File: config.mk
export PLATFORM = sky130hd
export DESIGN_NAME = deser_rx_flat
export DESIGN_NICKNAME = d
export VERILOG_FILES = /design/src/rtl/deser_rx_if.sv /design/src/rtl/deser_rx.sv /design/src/flat_wrapper.sv
export SDC_FILE = /design/constraint.sdc
export NUM_CORES = 1
export LEC_CHECK = 0
export ABC_AREA = 0
export CAP_MARGIN = 30
export CORE_MARGIN = 5
export CORE_UTILIZATION = 35
export CTS_CLUSTER_DIAMETER = 30
export CTS_CLUSTER_SIZE = 28
export DETAILED_ROUTE_END_ITERATION = 10
export GPL_TIMING_DRIVEN = 0
export PLACE_DENSITY = 0.64
export SLEW_MARGIN = 20
export SYNTH_ARGS = -nofsm -noshare
export SYNTH_HDL_FRONTEND = slang
export SYNTH_SLANG_ARGS = --single-unit
File: constraint.sdc
create_clock -name clk -period 2 [get_ports clk]
set_input_delay 0.4 -clock clk [delete_from_list [all_inputs] [get_ports clk]]
set_output_delay 0.4 -clock clk [all_outputs]
set_load 0.01 [all_outputs]
File: src/rtl/deser_rx_if.sv
// Word output bus of the serial receiver.
// The master side (the receiver) presents q/q_valid/perr.
// The slave side (the consumer) answers with q_ready.
interface deser_rx_if #(
   parameter int size = 32
);
   logic [size-1:0] q;
   logic            q_valid;
   logic            q_ready;
   logic            perr;

   modport master (
      output q,
      output q_valid,
      output perr,
      input  q_ready
   );

   modport slave (
      input  q,
      input  q_valid,
      input  perr,
      output q_ready
   );
endinterface

File: src/rtl/deser_rx.sv
// deser_rx: MSB-first serial-to-parallel word receiver.
// Bits qualified by sv are collected into a shift register. A frame starts with
// sof+sv and ends after `size` bits. A completed word lands in a one-entry output
// buffer that has a valid/ready handshake. A word that completes while the buffer
// is full and not being drained is dropped, and the sticky ovf flag is raised.
// Optional macro PARITY_EN appends one even-parity bit to each frame and
// reports the result on perr.
module deser_rx #(
   parameter int size = 32
) (
   input  logic            clk,
   input  logic            r,
   input  logic            si,
   input  logic            sv,
   input  logic            sof,
   output logic            busy,
   output logic            ovf,
   deser_rx_if.master      out_bus
);

   localparam int             CW   = $clog2(size + 1);
   localparam logic [CW-1:0]  LAST = CW'(size - 1);

`ifdef PARITY_EN
   typedef enum logic [1:0] {IDLE, SHIFT, PAR} state_t;
`else
   typedef enum logic [1:0] {IDLE, SHIFT} state_t;
`endif

   state_t            state;
   logic [CW-1:0]     count;
   logic [size-1:0]   shreg;
   logic [size-1:0]   q_reg;
   logic              q_valid_reg;
   logic [size-1:0]   word_next;
   logic [size-1:0]   done_word;
   logic              done;
   logic              accept;
`ifdef PARITY_EN
   logic              perr_reg;
   logic              done_perr;
`endif

   // Work out whether a word completes on this edge, and what that word is.
   always_comb begin
      word_next = {shreg[size-2:0], si};
      done_word = word_next;
      done      = 1'b0;
`ifdef PARITY_EN
      done_perr = 1'b0;
`endif
      accept    = !q_valid_reg || out_bus.q_ready;
      if (sv && !sof) begin
         case (state)
`ifdef PARITY_EN
            PAR: begin
               done      = 1'b1;
               done_word = shreg;
               done_perr = ^{shreg, si};
            end
`else
            SHIFT: begin
               if (count == LAST) begin
                  done = 1'b1;
               end
            end
`endif
            default: begin
               done = 1'b0;
            end
         endcase
      end
   end

   // Receive FSM, shift register, output buffer and overflow flag.
   always_ff @(posedge clk or negedge r) begin
      if (!r) begin
         state       <= IDLE;
         count       <= '0;
         shreg       <= '0;
         q_reg       <= '0;
         q_valid_reg <= 1'b0;
         busy        <= 1'b0;
         ovf         <= 1'b0;
`ifdef PARITY_EN
         perr_reg    <= 1'b0;
`endif
      end else begin
         if (q_valid_reg && out_bus.q_ready) begin
            q_valid_reg <= 1'b0;
         end

         if (done) begin
            if (accept) begin
               q_reg       <= done_word;
               q_valid_reg <= 1'b1;
`ifdef PARITY_EN
               perr_reg    <= done_perr;
`endif
            end else begin
               ovf <= 1'b1;
            end
         end

         if (sv) begin
            if (sof) begin
               shreg <= {{(size-1){1'b0}}, si};
               count <= CW'(1);
               state <= SHIFT;
               busy  <= 1'b1;
            end else begin
               case (state)
                  SHIFT: begin
                     shreg <= word_next;
                     if (count == LAST) begin
                        count <= '0;
`ifdef PARITY_EN
                        state <= PAR;
`else
                        state <= IDLE;
                        busy  <= 1'b0;
`endif
                     end else begin
                        count <= count + 1'b1;
                     end
                  end
`ifdef PARITY_EN
                  PAR: begin
                     state <= IDLE;
                     busy  <= 1'b0;
                  end
`endif
                  default: begin
                     state <= IDLE;
                     busy  <= 1'b0;
                  end
               endcase
            end
         end
      end
   end

   assign out_bus.q       = q_reg;
   assign out_bus.q_valid = q_valid_reg;
`ifdef PARITY_EN
   assign out_bus.perr    = perr_reg;
`else
   assign out_bus.perr    = 1'b0;
`endif

endmodule

File: src/flat_wrapper.sv
// flat-port wrapper written by rule: the top's interface ports become plain ports
module deser_rx_flat 
#(
   parameter int size = 32
)
  (clk, r, si, sv, sof, busy, ovf, out_bus_q, out_bus_q_valid, out_bus_perr, out_bus_q_ready);
  deser_rx_if #(.size(size)) out_bus_i ();
  input  logic clk;
  input  logic r;
  input  logic si;
  input  logic sv;
  input  logic sof;
  output logic busy;
  output logic ovf;
  output wire logic [$bits(out_bus_i.q)-1:0] out_bus_q;
  output wire logic [$bits(out_bus_i.q_valid)-1:0] out_bus_q_valid;
  output wire logic [$bits(out_bus_i.perr)-1:0] out_bus_perr;
  input wire logic [$bits(out_bus_i.q_ready)-1:0] out_bus_q_ready;
  assign out_bus_q = out_bus_i.q;
  assign out_bus_q_valid = out_bus_i.q_valid;
  assign out_bus_perr = out_bus_i.perr;
  assign out_bus_i.q_ready = out_bus_q_ready;
  deser_rx #(.size(size)) u_core (.clk(clk), .r(r), .si(si), .sv(sv), .sof(sof), .busy(busy), .ovf(ovf), .out_bus(out_bus_i));
endmodule
==> impl_metrics.prom, run 1 <==
# TYPE chip_impl_metric gauge
chip_impl_metric{name="grt_pass1_vias",unit=""} 1643
chip_impl_info{name="startpoint_type",value="input port"} 1
chip_impl_metric{name="ys_seq_area_frac",unit=""} 0.654
chip_impl_metric{name="clk-insertion-delay-late",unit="ns"} 0.33
chip_impl_metric{name="ant_nets",unit=""} 0
chip_impl_metric{name="worst-endpoint-required",unit="ns"} 2.22
chip_impl_metric{name="chipWidth",unit="um"} 98.7
chip_impl_metric{name="fin_ws",unit="ns"} 0.105
chip_impl_metric{name="final_non_filler_cell_total",unit=""} 346
chip_impl_metric{name="setup_skew_after_layout",unit="ns"} 0.00542
chip_impl_info{name="rsz0062_at_grt",value="no"} 1
chip_impl_metric{name="finalSetupViolCount",unit=""} 0
chip_impl_metric{name="largest_register_ff_count",unit=""} 32
chip_impl_metric{name="max_clk_rate",unit="MHz"} 528
chip_impl_metric{name="cts-buffers-inserted",unit=""} 9
chip_impl_metric{name="routed_via_density",unit=""} 4.75
chip_impl_metric{name="finalHoldViolations",unit=""} 0
chip_impl_metric{name="num-nets-final",unit=""} 246
chip_impl_metric{name="grt_pass1_wl",unit="um"} 8290
chip_impl_metric{name="p_total",unit="mW"} 2.72
chip_impl_info{name="worstSetupPathType",value="input port to register"} 1
chip_impl_metric{name="core_region_area",unit="sq um"} 7690
chip_impl_metric{name="post-place-ws",unit="ns"} -0.440
chip_impl_metric{name="gp_congestion",unit=""} 0.795
chip_impl_metric{name="switching_share",unit=""} 0.227
chip_impl_info{name="outcome",value="finished, final reports clean"} 1
chip_impl_metric{name="ctsHtreeMaxLevel",unit=""} 3
chip_impl_metric{name="areaGrowthSynthToFinish",unit="%"} 27.5
chip_impl_metric{name="die_y",unit="um"} 98.7
chip_impl_metric{name="synth_seq_cells",unit=""} 72
chip_impl_info{name="yosys_most_used_dff",value="sky130_fd_sc_hd__dfrtp_1"} 1
chip_impl_metric{name="clock-sinks",unit=""} 72
chip_impl_metric{name="yosys.cell_types.count",unit=""} 31
chip_impl_metric{name="slew_hr",unit=""} 0.571
chip_impl_metric{name="synth_area",unit="sq um"} 2760
chip_impl_info{name="clockRootBuffer",value="sky130_fd_sc_hd__clkbuf_8"} 1
chip_impl_metric{name="net_count_after_synthesis",unit=""} 192
chip_impl_metric{name="clock_power_share",unit=""} 0.395
chip_impl_metric{name="grt_antenna_before_repair",unit=""} 0
chip_impl_metric{name="final.fill_count",unit=""} 724
chip_impl_metric{name="cts.reportedPaths.clkPinSlew",unit="ns"} 0.07
chip_impl_metric{name="dp_cells",unit=""} 328
chip_impl_metric{name="final_min_period_over_clock_period",unit=""} 0.947
chip_impl_metric{name="worst_ep_arrival_time",unit="ns"} 2.11
chip_impl_metric{name="dpl.hpwl",unit="um"} 3330
chip_impl_metric{name="worst_pin_slew",unit="ns"} 0.640
chip_impl_metric{name="grt_max_degree",unit=""} 46
chip_impl_metric{name="multi_input_comb_area",unit="sq um"} 868
chip_impl_metric{name="synthesis.area_per_instance",unit="sq um"} 14.9
chip_impl_info{name="ys_top_cells_by_area",value="sky130_fd_sc_hd__dfrtp_1 65%, sky130_fd_sc_hd__mux2_2 12%, sky130_fd_sc_hd__a22o_1 9.9%"} 1
chip_impl_metric{name="totalNegativeSetupSlack",unit="ns"} 0
chip_impl_info{name="most_area_hungry_cell_type_in_the_yosys_netlist",value="sky130_fd_sc_hd__dfrtp_1"} 1
chip_impl_metric{name="p_sw",unit="uW"} 617
chip_impl_metric{name="initial_drc_count",unit=""} 62
chip_impl_metric{name="final-seq-area",unit="sq um"} 1800
chip_impl_metric{name="drc",unit=""} 0
chip_impl_info{name="synth.cells.most_frequent",value="72 x sky130_fd_sc_hd__dfrtp_1, 31 x sky130_fd_sc_hd__a22o_1, 30 x sky130_fd_sc_hd__mux2_2"} 1
chip_impl_metric{name="dieArea",unit="sq um"} 9750
chip_impl_metric{name="avgRoutedWirePerCell",unit="um"} 14.3
chip_impl_metric{name="gr-usage-all-layers",unit=""} 0.109
chip_impl_info{name="worstHoldPathType",value="input port to register"} 1
chip_impl_metric{name="ir_worst_vdd",unit="mV"} 0.323
chip_impl_metric{name="drive_above_1_share",unit=""} 0.217
chip_impl_metric{name="report.final.slew_viol_count",unit=""} 0
chip_impl_metric{name="hold_slack",unit="ns"} 0.443
chip_impl_info{name="tritoncts",value="done"} 1
chip_impl_metric{name="initial_core_util",unit=""} 0.359
chip_impl_metric{name="cell_area_power_density",unit="nW/um^2"} 775
chip_impl_metric{name="io_pins",unit=""} 42
chip_impl_metric{name="power.combinational.fraction",unit=""} 0.049
chip_impl_info{name="post-synth-top-count-cell",value="sky130_fd_sc_hd__dfrtp_1"} 1
chip_impl_metric{name="cap_viol_max_count",unit=""} 0
chip_impl_metric{name="synth_edf_count",unit=""} 0
chip_impl_metric{name="max-clock-path-buffers",unit=""} 2
chip_impl_metric{name="vias",unit=""} 1643
chip_impl_metric{name="synth.yosys.warnings",unit=""} 0
chip_impl_metric{name="post-route-min-period",unit="ns"} 1.89
chip_impl_metric{name="async_reset_ff_frac",unit=""} 1.00
chip_impl_metric{name="antenna_cells",unit=""} 0
chip_impl_metric{name="syn_inst",unit=""} 185
chip_impl_metric{name="totalWireLength",unit="um"} 4950
chip_impl_metric{name="std_cell_rows",unit=""} 32
chip_impl_info{name="endpoint_kind",value="register"} 1
chip_impl_metric{name="share_seq_of_total_power",unit=""} 0.557
chip_impl_metric{name="grt_remaining_overflow",unit=""} 0
chip_impl_metric{name="port_buffers",unit=""} 40
chip_impl_metric{name="cellLeakagePower",unit="nW"} 1.67
chip_impl_metric{name="intPower",unit="mW"} 2.11
chip_impl_metric{name="yosysTopAreaCellShare",unit=""} 0.654
chip_impl_metric{name="detailedRoute.firstPassIterationCount",unit=""} 4
chip_impl_metric{name="worstPathMaxFanout",unit=""} 10
[stage by stage]
| step | util | instance area, sq um |
|---|---|---|
| 2_1_floorplan | - | 2760 |
| 3_3_place_gp | 0.427 | 3280 |
| 3_5_place_dp | 0.431 | 3310 |
| 4_1_cts | 0.456 | 3510 |
| 5_1_grt | 0.457 | 3510 |
| 6_report | 0.457 | 3510 |
[routing by layer]
layer / up-vias / wire [um] / track usage
met5: - / 0 / 0
met4: 0 / 57 / 0.0410
met3: 7 / 257 / 0.0439
met2: 30 / 2280 / 0.157
met1: 822 / 2360 / 0.146
li1: 784 / - / -
[cells by family after synthesis]
logic type	count (synthesis)	share of synthesized area
flops	72	0.654
mux	33	0.135
compound gates	43	0.126
xor+xnor	2	0.00636
buf+inv	15	0.0313
simple gates	18	0.0418
other cells	1	0.00136
fa+ha+maj	1	0.00454
[power groups by stage]
stage	Combinational [mW]	Clock [mW]	Sequential, mW
global placement	0.127	0	1.54
floorplan	0.0732	0	1.53
global route	0.155	1.19	1.52
CTS	0.138	1.11	1.51
finish	0.133	1.07	1.52
detailed placement	0.137	0	1.54
[final timing paths]
| kind | endpoint | start | slack [ns] | cells after the start |
|---|---|---|---|---|
| worst max-delay path | u_core.out_bus.q[5] | sof | 0.11 | 7 |
| worst min-delay path | u_core.count[0] | sv | 0.44 | 3 |
| worst max register to register | u_core.out_bus.q[5] | u_core.count[0] | 0.17 | 6 |
| worst min register to register | u_core.ovf | u_core.ovf | 0.48 | 1 |
| max in group asynchronous | u_core.ovf | r | 0.94 | 3 |
| min in group asynchronous | u_core.out_bus.q[9] | r | 0.53 | 2 |
[timing repair]
action | CTS | global route
gates resized for setup | 0 | 2
hold buffers | 1 | 0
hold endpoints to repair | 27 | 0
setup endpoints to repair | 30 | 30
setup buffers | 1 | 0
[layout by cell type, fill, tap and decap left out, types with 3 or more instances in the layout]
| cell type | Yosys | routed |
|---|---|---|
| sky130_fd_sc_hd__buf_4 | 2 | 3 |
| sky130_fd_sc_hd__nand2_1 | 6 | 6 |
| sky130_fd_sc_hd__inv_1 | 4 | 4 |
| sky130_fd_sc_hd__o21ai_0 | 4 | 4 |
| sky130_fd_sc_hd__clkinv_2 | 0 | 3 |
| sky130_fd_sc_hd__buf_6 | 3 | 4 |
| sky130_fd_sc_hd__clkbuf_1 | 6 | 9 |
| sky130_fd_sc_hd__mux2_1 | 3 | 3 |
| sky130_fd_sc_hd__clkbuf_8 | 0 | 9 |
| sky130_fd_sc_hd__a22o_1 | 31 | 31 |
| sky130_fd_sc_hd__nand3_1 | 4 | 4 |
| sky130_fd_sc_hd__mux2_2 | 30 | 30 |
| sky130_fd_sc_hd__dfrtp_1 | 72 | 72 |
| sky130_fd_sc_hd__clkdlybuf4s50_1 | 0 | 38 |
[worst max-delay path, stage by stage]
cell	delay, ns
sky130_fd_sc_hd__clkdlybuf4s50_1	0.44
sky130_fd_sc_hd__and3b_1	0.22
sky130_fd_sc_hd__buf_4	0.16
sky130_fd_sc_hd__nor4b_4	0.22
sky130_fd_sc_hd__buf_6	0.17
sky130_fd_sc_hd__buf_6	0.15
sky130_fd_sc_hd__mux2_2	0.34
[layout make-up]
cell class | instances | area share
tap | 102 | 0.0363
clock inverter | 4 | 0.0128
timing repair buffer | 43 | 0.128
multi-input combinational | 98 | 0.247
inverter | 4 | 0.00427
sequential | 72 | 0.513
clock buffer | 12 | 0.0385
buffer | 11 | 0.0203
Note: power is estimated with default switching activity, not from simulation.
==> inputs of run 2 (changes only) <==
--- a/config.mk
+++ b/config.mk
@@ -9,6 +9,7 @@
 export CAP_MARGIN = 30
 export CORE_MARGIN = 5
 export CORE_UTILIZATION = 35
+export CTS_BUF_LIST = sky130_fd_sc_hd__clkbuf_8 sky130_fd_sc_hd__clkbuf_16
 export CTS_CLUSTER_DIAMETER = 30
 export CTS_CLUSTER_SIZE = 28
 export DETAILED_ROUTE_END_ITERATION = 10
==> constraint.sdc (replaced) <==
create_clock -name clk -period 2.3 [get_ports clk]
set_input_delay 0.46 -clock clk [delete_from_list [all_inputs] [get_ports clk]]
set_output_delay 0.46 -clock clk [all_outputs]
set_load 0.01 [all_outputs]
==> impl_metrics.prom, run 2 (synthesis results as in run 1) <==
# TYPE chip_impl_metric gauge
chip_impl_metric{name="intPower",unit="mW"} 1.82
chip_impl_metric{name="totalWireLength",unit="um"} 4920
chip_impl_metric{name="max-clock-path-buffers",unit=""} 2
chip_impl_metric{name="grt_pass1_vias",unit=""} 1635
chip_impl_metric{name="max_clk_rate",unit="MHz"} 471
chip_impl_metric{name="grt_pass1_wl",unit="um"} 8260
chip_impl_metric{name="finalSetupViolCount",unit=""} 0
chip_impl_metric{name="drc",unit=""} 0
chip_impl_info{name="rsz0062_at_grt",value="no"} 1
chip_impl_metric{name="cellLeakagePower",unit="nW"} 1.67
chip_impl_metric{name="grt_remaining_overflow",unit=""} 0
chip_impl_metric{name="slew_hr",unit=""} 0.577
chip_impl_info{name="crit-reg2reg-launch",value="u_core.count[0]"} 1
chip_impl_info{name="worstHoldPathType",value="input port to asynchronous set/reset pin"} 1
chip_impl_metric{name="cap_viol_max_count",unit=""} 0
chip_impl_info{name="endpoint_kind",value="register"} 1
chip_impl_metric{name="die_y",unit="um"} 98.7
chip_impl_metric{name="drive_above_1_share",unit=""} 0.215
chip_impl_metric{name="ctsHoldBuffers",unit=""} 0
chip_impl_metric{name="finalHoldViolations",unit=""} 0
chip_impl_metric{name="report.final.slew_viol_count",unit=""} 0
chip_impl_metric{name="ant_nets",unit=""} 0
chip_impl_metric{name="dp_cells",unit=""} 328
chip_impl_metric{name="detailedRoute.firstPassIterationCount",unit=""} 4
chip_impl_metric{name="avgRoutedWirePerCell",unit="um"} 14.3
chip_impl_info{name="leading_cell_type_in_the_layout_fill_and_taps_excluded",value="sky130_fd_sc_hd__dfrtp_1"} 1
chip_impl_metric{name="switching_share",unit=""} 0.228
chip_impl_info{name="clockRootBuffer",value="sky130_fd_sc_hd__clkbuf_8"} 1
chip_impl_metric{name="reg2reg_slack",unit="ns"} 0.37
chip_impl_metric{name="ctsHtreeMaxLevel",unit=""} 3
chip_impl_info{name="rr_endpoint",value="u_core.out_bus.q[5]"} 1
chip_impl_metric{name="grt_util_met2",unit=""} 0.156
chip_impl_metric{name="worst_ep_arrival_time",unit="ns"} 2.34
chip_impl_info{name="outcome",value="finished, final reports clean"} 1
chip_impl_metric{name="cell_area_power_density",unit="nW/um^2"} 675
chip_impl_metric{name="worst-endpoint-required",unit="ns"} 2.52
chip_impl_info{name="startpoint_type",value="input port"} 1
chip_impl_metric{name="setup_skew_after_layout",unit="ns"} 0.00659
chip_impl_metric{name="num-nets-final",unit=""} 244
chip_impl_info{name="worstSetupPathType",value="input port to register"} 1
chip_impl_metric{name="io_pins",unit=""} 42
chip_impl_metric{name="met3_routing_resource_usage_after_global_routing",unit=""} 0.0446
chip_impl_metric{name="antenna_cells",unit=""} 0
chip_impl_info{name="tritoncts",value="done"} 1
chip_impl_info{name="busiest_metal_layer_after_global_routing",value="met2"} 1
chip_impl_metric{name="final_min_period_over_clock_period",unit=""} 0.923
chip_impl_metric{name="share_seq_of_total_power",unit=""} 0.560
chip_impl_metric{name="areaGrowthSynthToFinish",unit="%"} 26.6
chip_impl_metric{name="chipWidth",unit="um"} 98.7
chip_impl_metric{name="post-place-ws",unit="ns"} -0.200
chip_impl_metric{name="std_cell_rows",unit=""} 32
chip_impl_metric{name="use_met1",unit=""} 0.146
chip_impl_metric{name="post-route-min-period",unit="ns"} 2.12
chip_impl_info{name="most_frequent_cells_in_the_layout",value="72 x sky130_fd_sc_hd__dfrtp_1, 39 x sky130_fd_sc_hd__clkdlybuf4s50_1, 31 x sky130_fd_sc_hd__a22o_1"} 1
chip_impl_metric{name="clock_power_share",unit=""} 0.392
chip_impl_metric{name="grt_max_degree",unit=""} 46
chip_impl_metric{name="cts-buffers-inserted",unit=""} 9
chip_impl_metric{name="routed_via_density",unit=""} 4.77
chip_impl_metric{name="gp_congestion",unit=""} 0.795
chip_impl_metric{name="port_buffers",unit=""} 40
chip_impl_metric{name="grt_antenna_before_repair",unit=""} 0
chip_impl_metric{name="vias",unit=""} 1642
chip_impl_metric{name="power.combinational.fraction",unit=""} 0.049
chip_impl_metric{name="initial_drc_count",unit=""} 57
chip_impl_metric{name="dieArea",unit="sq um"} 9750
chip_impl_metric{name="worst_pin_slew",unit="ns"} 0.630
chip_impl_metric{name="clk-insertion-delay-late",unit="ns"} 0.33
chip_impl_metric{name="ctsResizeCount",unit=""} 0
chip_impl_metric{name="clock-sinks",unit=""} 72
chip_impl_metric{name="largest_register_ff_count",unit=""} 32
chip_impl_metric{name="cts.reportedPaths.clkPinSlew",unit="ns"} 0.07
chip_impl_metric{name="p_sw",unit="uW"} 538
chip_impl_metric{name="gr-usage-all-layers",unit=""} 0.108
chip_impl_metric{name="dpl.hpwl",unit="um"} 3330
chip_impl_metric{name="initial_core_util",unit=""} 0.359
chip_impl_metric{name="ir_worst_vdd",unit="mV"} 0.283
chip_impl_metric{name="core_region_area",unit="sq um"} 7690
chip_impl_metric{name="fin_ws",unit="ns"} 0.177
chip_impl_metric{name="post_cts_setup_driven_buffer_insertion_count",unit=""} 0
chip_impl_metric{name="final_non_filler_cell_total",unit=""} 344
chip_impl_metric{name="worstPathMaxFanout",unit=""} 10
chip_impl_metric{name="hold_slack",unit="ns"} 0.0434
chip_impl_metric{name="worst-r2r-cell-count",unit=""} 5
-- run 2: how the worst max path moves through the flow --
stage                                end  from  cells past startpoint
global route         u_core.out_bus.q[3]    sv                      6
floorplan           u_core.out_bus.q[21]   sof                      5
CTS                  u_core.out_bus.q[3]    sv                      6
global placement    u_core.out_bus.q[26]     r                      1
detailed placement   u_core.out_bus.q[5]    sv                      6
finish               u_core.out_bus.q[5]    sv                      6
-- run 2: stage by stage --
stage	area [sq um]	util	total power, mW	TNS [ns]
2_1_floorplan	2760	-	1.40	0
3_3_place_gp	3280	0.427	1.45	-124.01
3_5_place_dp	3310	0.431	1.46	-5.69
4_1_cts	3490	0.454	2.39	0
5_1_grt	3490	0.454	2.48	0
6_report	3490	0.454	2.35	0
-- run 2: area by class of cell --
class | count | area [sq um]
timing repair buffer | 41 | 425
inverter | 4 | 15.0
tap | 102 | 128
clock buffer | 9 | 124
multi-input combinational | 98 | 868
sequential | 72 | 1800
buffer | 11 | 71.3
clock inverter | 7 | 56.3
fill | 727 | 4200
-- run 2: power by group through the flow --
stage / clock (mW) / sequential (mW) / combinational [mW]
6_report: 0.923 / 1.32 / 0.114
5_1_grt: 1.02 / 1.32 / 0.133
4_1_cts: 0.956 / 1.32 / 0.119
3_5_place_dp: 0 / 1.34 / 0.119
3_3_place_gp: 0 / 1.34 / 0.111
2_1_floorplan: 0 / 1.33 / 0.0637
-- run 2: per-layer routing --
layer / wire length [um] / up-vias
li1: - / 780
met1: 2330 / 823
met2: 2270 / 32
met3: 269 / 7
met4: 61 / 0
met5: 0 / -
-- run 2: critical path: stages --
cell                              delay (ns)
sky130_fd_sc_hd__clkdlybuf4s50_1        0.55
sky130_fd_sc_hd__and3b_1                0.18
sky130_fd_sc_hd__buf_4                  0.16
sky130_fd_sc_hd__nor4b_4                0.42
sky130_fd_sc_hd__buf_6                  0.22
sky130_fd_sc_hd__mux2_2                 0.34
